$ cat config.mk
export PLATFORM = sky130hd
export DESIGN_NAME = button_input
export DESIGN_NICKNAME = d
export VERILOG_FILES = /design/src/rtl/button_input_pkg.sv /design/src/rtl/button_debounce.sv /design/src/rtl/button_input.sv
export SDC_FILE = /design/constraint.sdc
export NUM_CORES = 1
export LEC_CHECK = 0
export ABC_AREA = 0
export BUFFER_PORTS_ARGS = -buffer_cell sky130_fd_sc_hd__clkbuf_2
export CORE_MARGIN = 3
export CORE_UTILIZATION = 31
export CTS_CLUSTER_SIZE = 28
export DETAILED_ROUTE_END_ITERATION = 7
export PLACE_DENSITY = 0.55
export SLEW_MARGIN = 20
export SYNTH_ARGS = -nofsm -noshare
export SYNTH_HDL_FRONTEND = slang
export SYNTH_SLANG_ARGS = --single-unit
$ cat constraint.sdc
create_clock -name clk -period 3.63 [get_ports clk]
set_input_delay 0.726 -clock clk [delete_from_list [all_inputs] [get_ports clk]]
set_output_delay 0.726 -clock clk [all_outputs]
set_load 0.01 [all_outputs]
$ cat src/rtl/button_input_pkg.sv
`default_nettype none
// ============================================================================
//  Module   : button_input_pkg
//  Purpose  : Shared press-FSM state encoding and the press counter width for
//             the debounced push-button front end.
//  Revision : 1.0 - initial release
// ============================================================================
package button_input_pkg;

    localparam int STATE_W = 2;

    typedef logic [STATE_W-1:0] press_state_t;

    localparam press_state_t ST_IDLE        = 2'd0;
    localparam press_state_t ST_PRESSED     = 2'd1;
    localparam press_state_t ST_HELD        = 2'd2;
    localparam press_state_t ST_WAIT_SECOND = 2'd3;

    localparam int PRESS_COUNT_W = 8;

endpackage : button_input_pkg
`default_nettype wire

$ cat src/rtl/button_debounce.sv
`default_nettype none
// ============================================================================
//  Module   : button_debounce
//  Purpose  : Polarity normalisation, 2-flop synchroniser and stability
//             counter for one raw button pin. level is registered; rise/fall
//             are single-cycle strobes valid in the cycle before level changes,
//             so the parent can register its event outputs alongside level.
//  Revision : 1.0 - initial release
// ============================================================================
module button_debounce #(
    parameter int DEBOUNCE_CYCLES = 480000,
    parameter int ACTIVE_LOW      = 1
) (
    input  logic clk,
    input  logic rst,
    input  logic btn_in,
    output logic level,
    output logic rise,
    output logic fall
);

    localparam int CNT_W = $clog2(DEBOUNCE_CYCLES + 1);
    localparam logic [CNT_W-1:0] CNT_LAST = CNT_W'(DEBOUNCE_CYCLES - 1);

    logic             pin_pressed;
    logic             sync_q1;
    logic             sync_q2;
    logic [CNT_W-1:0] stable_cnt;
    logic             accept;

    // 1 means "pressed" from here on, regardless of board wiring.
    assign pin_pressed = (ACTIVE_LOW != 0) ? ~btn_in : btn_in;

    // Two-flop synchroniser; resets to the released level.
    always_ff @(posedge clk) begin
        if (rst) begin
            sync_q1 <= 1'b0;
            sync_q2 <= 1'b0;
        end else begin
            sync_q1 <= pin_pressed;
            sync_q2 <= sync_q1;
        end
    end

    // A change is accepted on the DEBOUNCE_CYCLES-th consecutive differing sample.
    assign accept = (sync_q2 != level) && (stable_cnt == CNT_LAST);
    assign rise   = accept & ~level;
    assign fall   = accept &  level;

    // Stability counter and the debounced level it guards.
    always_ff @(posedge clk) begin
        if (rst) begin
            stable_cnt <= '0;
            level      <= 1'b0;
        end else if (sync_q2 == level) begin
            stable_cnt <= '0;
        end else if (accept) begin
            stable_cnt <= '0;
            level      <= ~level;
        end else begin
            stable_cnt <= stable_cnt + CNT_W'(1);
        end
    end

endmodule : button_debounce
`default_nettype wire

$ cat src/rtl/button_input.sv
`default_nettype none
// ============================================================================
//  Module   : button_input
//  Purpose  : Debounced push-button front end: press/release pulses, short vs
//             long press classification and a wrapping press counter.
//  Options  : BUTTON_INPUT_DOUBLE_CLICK_EN - adds WAIT_SECOND state and the
//             double_pulse output for double-click detection.
//  Revision : 1.0 - initial release
// ============================================================================
module button_input
    import button_input_pkg::*;
#(
    parameter int DEBOUNCE_CYCLES = 480000,
    parameter int LONG_CYCLES     = 48000000,
    parameter int ACTIVE_LOW      = 1,
    parameter int DOUBLE_WINDOW   = 12000000
) (
    input  logic                     clk,
    input  logic                     rst,
    input  logic                     btn_in,
    output logic                     btn_level,
    output logic                     press_pulse,
    output logic                     release_pulse,
    output logic                     short_pulse,
    output logic                     long_pulse,
    output logic [PRESS_COUNT_W-1:0] press_count
`ifdef BUTTON_INPUT_DOUBLE_CLICK_EN
    ,
    output logic                     double_pulse
`endif
);

    localparam int HOLD_W = $clog2(LONG_CYCLES + 1);
    localparam logic [HOLD_W-1:0] HOLD_MAX  = HOLD_W'(LONG_CYCLES);
    localparam logic [HOLD_W-1:0] HOLD_LAST = HOLD_W'(LONG_CYCLES - 1);

    if (DEBOUNCE_CYCLES < 2 || LONG_CYCLES <= DEBOUNCE_CYCLES || DOUBLE_WINDOW < 1) begin : g_param_check
        $error("button_input: illegal DEBOUNCE_CYCLES/LONG_CYCLES/DOUBLE_WINDOW");
    end

    logic              deb_rise;
    logic              deb_fall;
    press_state_t      state;
    press_state_t      state_next;
    logic [HOLD_W-1:0] hold_cnt;
    logic              hold_done;
    logic              short_set;
    logic              long_set;

    button_debounce #(
        .DEBOUNCE_CYCLES (DEBOUNCE_CYCLES),
        .ACTIVE_LOW      (ACTIVE_LOW)
    ) u_debounce (
        .clk    (clk),
        .rst    (rst),
        .btn_in (btn_in),
        .level  (btn_level),
        .rise   (deb_rise),
        .fall   (deb_fall)
    );

    // The hold timer reaches LONG_CYCLES on this edge.
    assign hold_done = (hold_cnt == HOLD_LAST);

`ifdef BUTTON_INPUT_DOUBLE_CLICK_EN
    localparam int WIN_W = $clog2(DOUBLE_WINDOW + 1);
    localparam logic [WIN_W-1:0] WIN_LAST = WIN_W'(DOUBLE_WINDOW - 1);

    logic             double_set;
    logic             second_click;
    logic [WIN_W-1:0] win_cnt;
    logic             win_done;

    assign win_done = (win_cnt == WIN_LAST);

    // Window timer counts cycles since the first short release; second_click
    // marks a press that consumed a pending first click.
    always_ff @(posedge clk) begin
        if (rst) begin
            win_cnt      <= '0;
            second_click <= 1'b0;
            double_pulse <= 1'b0;
        end else begin
            win_cnt      <= (state == ST_WAIT_SECOND) ? win_cnt + WIN_W'(1) : '0;
            double_pulse <= double_set;
            if (deb_rise && state == ST_IDLE) begin
                second_click <= 1'b0;
            end else if (deb_rise && state == ST_WAIT_SECOND) begin
                second_click <= 1'b1;
            end
        end
    end
`endif

    // Press FSM state register.
    always_ff @(posedge clk) begin
        if (rst) begin
            state <= ST_IDLE;
        end else begin
            state <= state_next;
        end
    end

    // Press FSM next-state logic; a release in the threshold cycle beats long.
    always_comb begin
        state_next = state;
        case (state)
            ST_IDLE: begin
                if (deb_rise) state_next = ST_PRESSED;
            end
            ST_PRESSED: begin
                if (deb_fall) begin
`ifdef BUTTON_INPUT_DOUBLE_CLICK_EN
                    state_next = second_click ? ST_IDLE : ST_WAIT_SECOND;
`else
                    state_next = ST_IDLE;
`endif
                end else if (hold_done) begin
                    state_next = ST_HELD;
                end
            end
            ST_HELD: begin
                if (deb_fall) state_next = ST_IDLE;
            end
`ifdef BUTTON_INPUT_DOUBLE_CLICK_EN
            ST_WAIT_SECOND: begin
                if (deb_rise)      state_next = ST_PRESSED;
                else if (win_done) state_next = ST_IDLE;
            end
`endif
            default: state_next = ST_IDLE;
        endcase
    end

    // Press FSM output decode: which classification pulse fires next cycle.
    always_comb begin
        long_set  = (state == ST_PRESSED) && !deb_fall && hold_done;
`ifdef BUTTON_INPUT_DOUBLE_CLICK_EN
        short_set  = (state == ST_WAIT_SECOND) && !deb_rise && win_done;
        double_set = (state == ST_PRESSED) && deb_fall && second_click;
`else
        short_set  = (state == ST_PRESSED) && deb_fall;
`endif
    end

    // Registered event outputs, press counter and saturating hold timer.
    always_ff @(posedge clk) begin
        if (rst) begin
            press_pulse   <= 1'b0;
            release_pulse <= 1'b0;
            short_pulse   <= 1'b0;
            long_pulse    <= 1'b0;
            press_count   <= '0;
            hold_cnt      <= '0;
        end else begin
            press_pulse   <= deb_rise;
            release_pulse <= deb_fall;
            short_pulse   <= short_set;
            long_pulse    <= long_set;
            if (deb_rise) begin
                press_count <= press_count + PRESS_COUNT_W'(1);
            end
            if (deb_rise) begin
                hold_cnt <= '0;
            end else if ((state == ST_PRESSED || state == ST_HELD) && hold_cnt != HOLD_MAX) begin
                hold_cnt <= hold_cnt + HOLD_W'(1);
            end
        end
    end

endmodule : button_input
`default_nettype wire

== After elaboration in Yosys (flattened, before gate mapping) ==
Cells that the tools add are included.

* Add/sub/neg operators: 3
* Equality and inequality tests: 10
* Mux-type cells: 5
* Bitwise gates (word level): 5
* Reduce and logical (&&, ||, !) cells: 12

{| class="wikitable"
|+ Operator list
! kind !! count
|-
| $add A26 B1 Y26 const B || 1
|-
| $eq A26 B26 Y1 const B || 1
|-
| $ne A26 B26 Y1 const B || 1
|-
| $add A19 B1 Y19 const B || 1
|-
| $eq A19 B19 Y1 const B || 1
|-
| $add A8 B1 Y8 const B || 1
|-
| $mux W2 || 4
|-
| $pmux W2 S3 || 1
|-
| $logic_and A1 B1 Y1 || 5
|-
| $ne A2 B2 Y1 const B || 2
|-
| $ne A3 B3 Y1 const B || 1
|-
| $not A1 Y1 || 3
|-
| $reduce_and A3 Y1 || 1
|-
| $reduce_or A3 Y1 || 1
|-
| $and A1 B1 Y1 || 2
|-
| $eq A2 B1 Y1 const B || 1
|-
| $eq A2 B2 Y1 const B || 1
|-
| $logic_not A2 Y1 || 1
|-
| $reduce_and A2 Y1 || 1
|-
| $reduce_or A2 Y1 || 1
|-
| $eq A1 B1 Y1 || 1
|-
| $logic_not A1 Y1 || 1
|-
| $logic_or A1 B1 Y1 || 1
|-
| $ne A1 B1 Y1 || 1
|}

* Register bits after elaboration: 62
* Input port bits: 3
* Output and inout bits: 13
* Word-level logic and storage cells: 46

== Longest topological paths before layout ==
* Word-level depth: 6
* Mapped depth: 9
* Mapped depth without buffers: 8

== Hierarchy ==
A second synthesis with hierarchy kept.

* Cells, all modules: 353
* Area total of the unflattened synthesis: 3065.4 sq um

{| class="wikitable"
|+ By module, submodules not included
! module !! times used !! cells each !! area an instance (sq um) !! sequential area each (sq um)
|-
| button_input || 1 || 242 || 2034.5 || 800.8
|-
| button_debounce || 1 || 111 || 1031.0 || 440.4
|}

== Worst setup path after synthesis ==
Ideal clock, no wire load.

* Path kind: register to register
* Start: register u_debounce.stable_cnt[10]
* End: register state[0]
* Setup time: 0.116 ns
* Data arrival time: 2.068 ns
* Data required time: 3.514 ns
* Path slack: 1.446 ns
* Stages on the path, launching flop included: 7
* Buffers on the path: 0
* Clock period less this slack: 2.184 ns
* Path through: dfxtp_1 > or4b_1 > or3_4 > or4_1 > o21ai_2 > a211oi_1 > a41o_1

* Longest elaborated chain between the ends: 5
* Elaborated cells on any way between the ends: 10
* Those cells by class: 4 x eq/ne; 2 x mux; 2 x bitwise; 2 x reduce/logical

{| class="wikitable"
|+ Ends and longest elaborated chain
! what !! RTL line !! RTL
|-
| from (decl) || button_debounce.sv:28 || <nowiki>logic [CNT_W-1:0] stable_cnt;</nowiki>
|-
| from (signal assigned) || button_debounce.sv:61 || <nowiki>stable_cnt <= stable_cnt + CNT_W'(1);</nowiki>
|-
| $eq A19 B19 Y1 * || button_debounce.sv:46 || <nowiki>assign accept = (sync_q2 != level) && (stable_cnt == CNT_LAST);</nowiki>
|-
| $logic_and A1 B1 Y1 * || button_debounce.sv:46 ||
|-
| $and A1 B1 Y1, on equally long branches || button_debounce.sv:48, button_debounce.sv:47 ||
|-
| $ne A3 B3 Y1 (no source line) (tied with other cells) || n/a ||
|-
| $reduce_and A3 Y1 (no source line) / $pmux W2 S3 (equally long branches) || n/a ||
|-
| to (signal assigned) || button_input.sv:100 || <nowiki>state <= state_next;</nowiki>
|-
| to (decl) || button_input.sv:43 || <nowiki>press_state_t state;</nowiki>
|}

Mark *: on every way between the ends. The rest lies on a longest branch, timed or not.
A chain may end at the register's enable or synchronous reset.

== Worst setup path after layout ==
* Start: register state[1]
* End: register hold_cnt[22]

* Longest elaborated chain between the ends: 3
* Elaborated cells on any way between the ends: 4
* Those cells by class: 2 x eq/ne; 2 x reduce/logical

{| class="wikitable"
|+ Ends and longest elaborated chain
! what !! RTL line !! RTL
|-
| $eq A2 B1 Y1 / $eq A2 B2 Y1 (equally long branches) || button_input.sv:165 || <nowiki>end else if ((state == ST_PRESSED || state == ST_HELD) && hold_cnt != HOLD_MAX) begin</nowiki>
|-
| $logic_or A1 B1 Y1 * || button_input.sv:165 ||
|-
| $logic_and A1 B1 Y1 * || button_input.sv:165 ||
|-
| to (signal assigned) || button_input.sv:166 || <nowiki>hold_cnt <= hold_cnt + HOLD_W'(1);</nowiki>
|-
| to (decl) || button_input.sv:45 || <nowiki>logic [HOLD_W-1:0] hold_cnt;</nowiki>
|}

Marks and branches as above.

==> metrics.txt <==
# TYPE chip_impl_metric gauge
chip_impl_info{name="status",value="complete, no violations"} 1
chip_impl_info{name="critPathKind",value="flop to flop"} 1
chip_impl_metric{name="wirelength",unit="um"} 5120
chip_impl_metric{name="drt_pre_antenna_iters",unit=""} 4
chip_impl_metric{name="crit_share_post_route",unit="%"} 64.2
chip_impl_metric{name="dp_hpwl",unit="um"} 3610
chip_impl_metric{name="route.antenna.remaining_nets",unit=""} 0
chip_impl_metric{name="synth_warnings",unit=""} 0
chip_impl_info{name="min_path_type",value="flop to flop"} 1
chip_impl_metric{name="synthesis.nets",unit=""} 326
chip_impl_metric{name="max_freq",unit="GHz"} 0.429
chip_impl_metric{name="grt.total_usage",unit="%"} 11.0
chip_impl_metric{name="grt_pass1_wl",unit="um"} 9040
chip_impl_metric{name="asyncSetResetFlopFracSynth",unit="%"} 0
chip_impl_metric{name="grt_remaining_overflow",unit=""} 0
chip_impl_metric{name="cts.sink_count",unit=""} 62
chip_impl_metric{name="floorplan.die.height",unit="um"} 100
chip_impl_metric{name="worst_skew_pair.late_latency",unit="ns"} 0.34
chip_impl_metric{name="die_outline_area",unit="um^2"} 10100
chip_impl_metric{name="pin_count",unit=""} 16
chip_impl_metric{name="vdd_ir_drop_max",unit="mV"} 0.216
chip_impl_metric{name="power_per_cell_area",unit="nW/um^2"} 429
chip_impl_metric{name="design.final.nets",unit=""} 346
chip_impl_metric{name="cts-buffers-inserted",unit=""} 9
chip_impl_metric{name="port_buffers",unit=""} 15
chip_impl_metric{name="fp.coreArea",unit="um^2"} 8420
chip_impl_metric{name="final.setup_skew",unit="ns"} 0.0105
chip_impl_metric{name="grt_start_max_net_pins",unit=""} 27
chip_impl_metric{name="r2r_setup_slack",unit="ns"} 1.30
chip_impl_metric{name="relSlewSlack",unit="%"} 60.5
chip_impl_metric{name="final_hold_viol_count",unit=""} 0
chip_impl_metric{name="synth_area",unit="um^2"} 2760
chip_impl_metric{name="floorplan.die.width",unit="um"} 100
chip_impl_metric{name="antenna_violations_before_repair",unit=""} 0
chip_impl_metric{name="post_route_cells_drive_above_1_share",unit="%"} 11.2
chip_impl_metric{name="finalCriticalPeriod",unit="ns"} 2.33
chip_impl_metric{name="postSynthAreaPerCell",unit="um^2"} 8.74
chip_impl_info{name="timing.critical_path.from_type",value="flop"} 1
chip_impl_metric{name="cts.hold.buffers_added",unit=""} 0
chip_impl_info{name="synth-main-ff-cell",value="dfxtp_1"} 1
chip_impl_info{name="worstReg2RegStart",value="state[1]"} 1
chip_impl_metric{name="timing.max_cap.violations",unit=""} 0
chip_impl_metric{name="initial_core_util",unit="%"} 32.8
chip_impl_metric{name="cts.path.max_buffers",unit=""} 2
chip_impl_metric{name="setup_viol_count_final",unit=""} 0
chip_impl_metric{name="synth_cell_type_count",unit=""} 42
chip_impl_metric{name="worst-endpoint-arrival",unit="ns"} 2.60
chip_impl_metric{name="min_delay_path_depth",unit=""} 1
chip_impl_metric{name="ctsResizeCount",unit=""} 0
chip_impl_info{name="worstHoldEndpoint",value="u_debounce.sync_q2"} 1
chip_impl_info{name="root_buffer_cell",value="clkbuf_8"} 1
chip_impl_metric{name="cts_setup_buffers",unit=""} 0
chip_impl_metric{name="synth-seq-cells",unit=""} 62
chip_impl_metric{name="routed_wire_length_per_instance",unit="um"} 11.5
chip_impl_metric{name="vias",unit=""} 2144
chip_impl_metric{name="worstPathMaxFanout",unit=""} 6
chip_impl_metric{name="final-max-slew-violation-count",unit=""} 0
chip_impl_info{name="min_from",value="u_debounce.sync_q1"} 1
chip_impl_info{name="timing.rr.end",value="hold_cnt[22]"} 1
chip_impl_info{name="cts_tree",value="yes"} 1
chip_impl_info{name="rsz0062_at_grt",value="false"} 1
chip_impl_metric{name="post_synth_inst_count",unit=""} 316
chip_impl_metric{name="finalSetupTns",unit="ns"} 0
chip_impl_metric{name="synth-edff-count",unit=""} 0
chip_impl_info{name="worstSetupEndpointType",value="flop"} 1
chip_impl_metric{name="ys_seq_area_share",unit="%"} 44.9
chip_impl_metric{name="drt_iter0_drc",unit=""} 66
chip_impl_metric{name="rows",unit=""} 33
chip_impl_metric{name="first_global_vias",unit=""} 2041
chip_impl_metric{name="worst_pin_slew",unit="ns"} 0.590
chip_impl_metric{name="place_congestion",unit=""} 0.751
chip_impl_metric{name="worst-r2r-cell-count",unit=""} 7
chip_impl_metric{name="power.leakage",unit="nW"} 1.12
chip_impl_metric{name="flow.area_growth_from_synthesis",unit="%"} 14.3
chip_impl_metric{name="p_total",unit="mW"} 1.36
chip_impl_info{name="timing.critical_path.from",value="state[1]"} 1
chip_impl_metric{name="crit_required",unit="ns"} 3.90
chip_impl_metric{name="drc_errors",unit=""} 0
chip_impl_metric{name="avgViaCountPerCell",unit=""} 4.83
chip_impl_metric{name="antenna_cells_inserted",unit=""} 0
chip_impl_metric{name="path_clk_slew",unit="ns"} 0.07
chip_impl_metric{name="ctsHtreeMaxLevel",unit=""} 3
-- flip-flops by register name (all words and copies together) (netlist names) --
| signal | count |
|---|---|
| u_debounce.sync_q1 | 1 |
| short_pulse | 1 |
| state | 2 |
| press_pulse | 1 |
| press_count | 8 |
| long_pulse | 1 |
| u_debounce.sync_q2 | 1 |
| release_pulse | 1 |
| u_debounce.level | 1 |
| hold_cnt | 26 |
| u_debounce.stable_cnt | 19 |
-- worst max-delay path by stage --
stage / end / slack, ns / cells past startpoint
2_1_floorplan: state[0] / 1.45 / 6
3_3_place_gp: state[0] / 1.34 / 6
3_5_place_dp: state[0] / 1.31 / 6
4_1_cts: hold_cnt[22] / 1.27 / 7
5_1_grt: hold_cnt[22] / 1.02 / 7
6_report: hold_cnt[22] / 1.30 / 7
-- per-layer routing --
metal / up-vias / track usage [%] / wire, um
li1: 1127 / - / -
met2: 27 / 17.2 / 2320
met1: 983 / 14.1 / 2560
met4: 0 / 3.42 / 42
met3: 7 / 4.38 / 193
met5: - / 0 / 0
-- report_power, final --
part	switching, mW	internal (mW)
clock network	0.263	0.396
logic	0.0112	0.00275
registers	0.000802	0.681
-- metrics by stage --
stage | util (%) | hold slack [ns] | std cells | area (um^2) | setup WS, ns
after floorplan | - | 0.414 | 316 | 2760 | 1.45
final | 37.5 | 0.450 | 444 | 3160 | 1.30
after CTS | 37.5 | 0.457 | 444 | 3160 | 1.27
after detailed placement | 35.0 | 0.443 | 430 | 2950 | 1.31
after global routing | 37.5 | 0.476 | 444 | 3160 | 1.02
after global placement | 35.0 | 0.428 | 430 | 2950 | 1.34
-- Yosys cell counts, drive strengths merged, types with 2 or more instances --
library cell / instances / area, um^2
dfxtp: 62 / 1240
nor2: 55 / 206
xor2: 30 / 263
nand3: 22 / 110
nand2: 18 / 67.6
nand4: 14 / 87.6
a21oi: 12 / 60.1
o21ai: 11 / 58.8
or3: 11 / 73.8
xnor2: 11 / 96.3
and3: 10 / 62.6
inv: 10 / 37.5
ha: 7 / 87.6
nor3: 7 / 40.0
buf: 4 / 18.8
nand2b: 4 / 25.0
clkbuf: 3 / 11.3
nor4: 3 / 25.0
mux2i: 2 / 20.0
nor3b: 2 / 15.0
nor4b: 2 / 17.5
nor4bb: 2 / 20.0
or4b: 2 / 20.0
-- cell type report --
cell class	instances	area, um^2
Multi-Input combinational cell	237	1450
Clock buffer	10	138
Clock inverter	4	72.6
Timing Repair Buffer	16	82.6
Inverter	10	37.5
Tap cell	105	131
Fill cell	859	5270
Sequential cell	62	1240
-- cells in the final DEF (no fill, tap or decap), types with 2 or more instances in the layout --
cell type	instances
ha_1	7
and3_1	10
nor3b_1	2
clkbuf_2	15
mux2i_1	2
inv_1	10
a21oi_1	12
clkbuf_8	10
nor4_1	2
nand3_1	22
nor3_1	6
xnor2_1	11
nand4_1	14
nor2_1	55
bufinv_16	2
nand2_1	18
o21ai_0	9
xor2_1	30
nor4b_1	2
dfxtp_1	62
nand2b_1	4
nor4bb_1	2
or3_1	10
-- worst max-delay path, cell delays in order (launching register included) --
cell,delay (ns)
dfxtp_1,0.37
inv_1,0.09
ha_1,0.30
and3_1,0.28
nor4b_1,0.49
nand2b_1,0.23
or3_1,0.35
a21oi_1,0.15
-- kinds of logic after synthesis --
family                   synth area share, %
AO/OA/AOI/OAI                           5.89
XOR/XNOR                                13.0
adder cells (fa/ha/maj)                 3.17
buffers and inverters                   2.45
flip-flops                              44.9
multiplexers                           0.725
AND/OR/NAND/NOR                         29.8
Note: power is estimated with default switching activity, not from simulation.
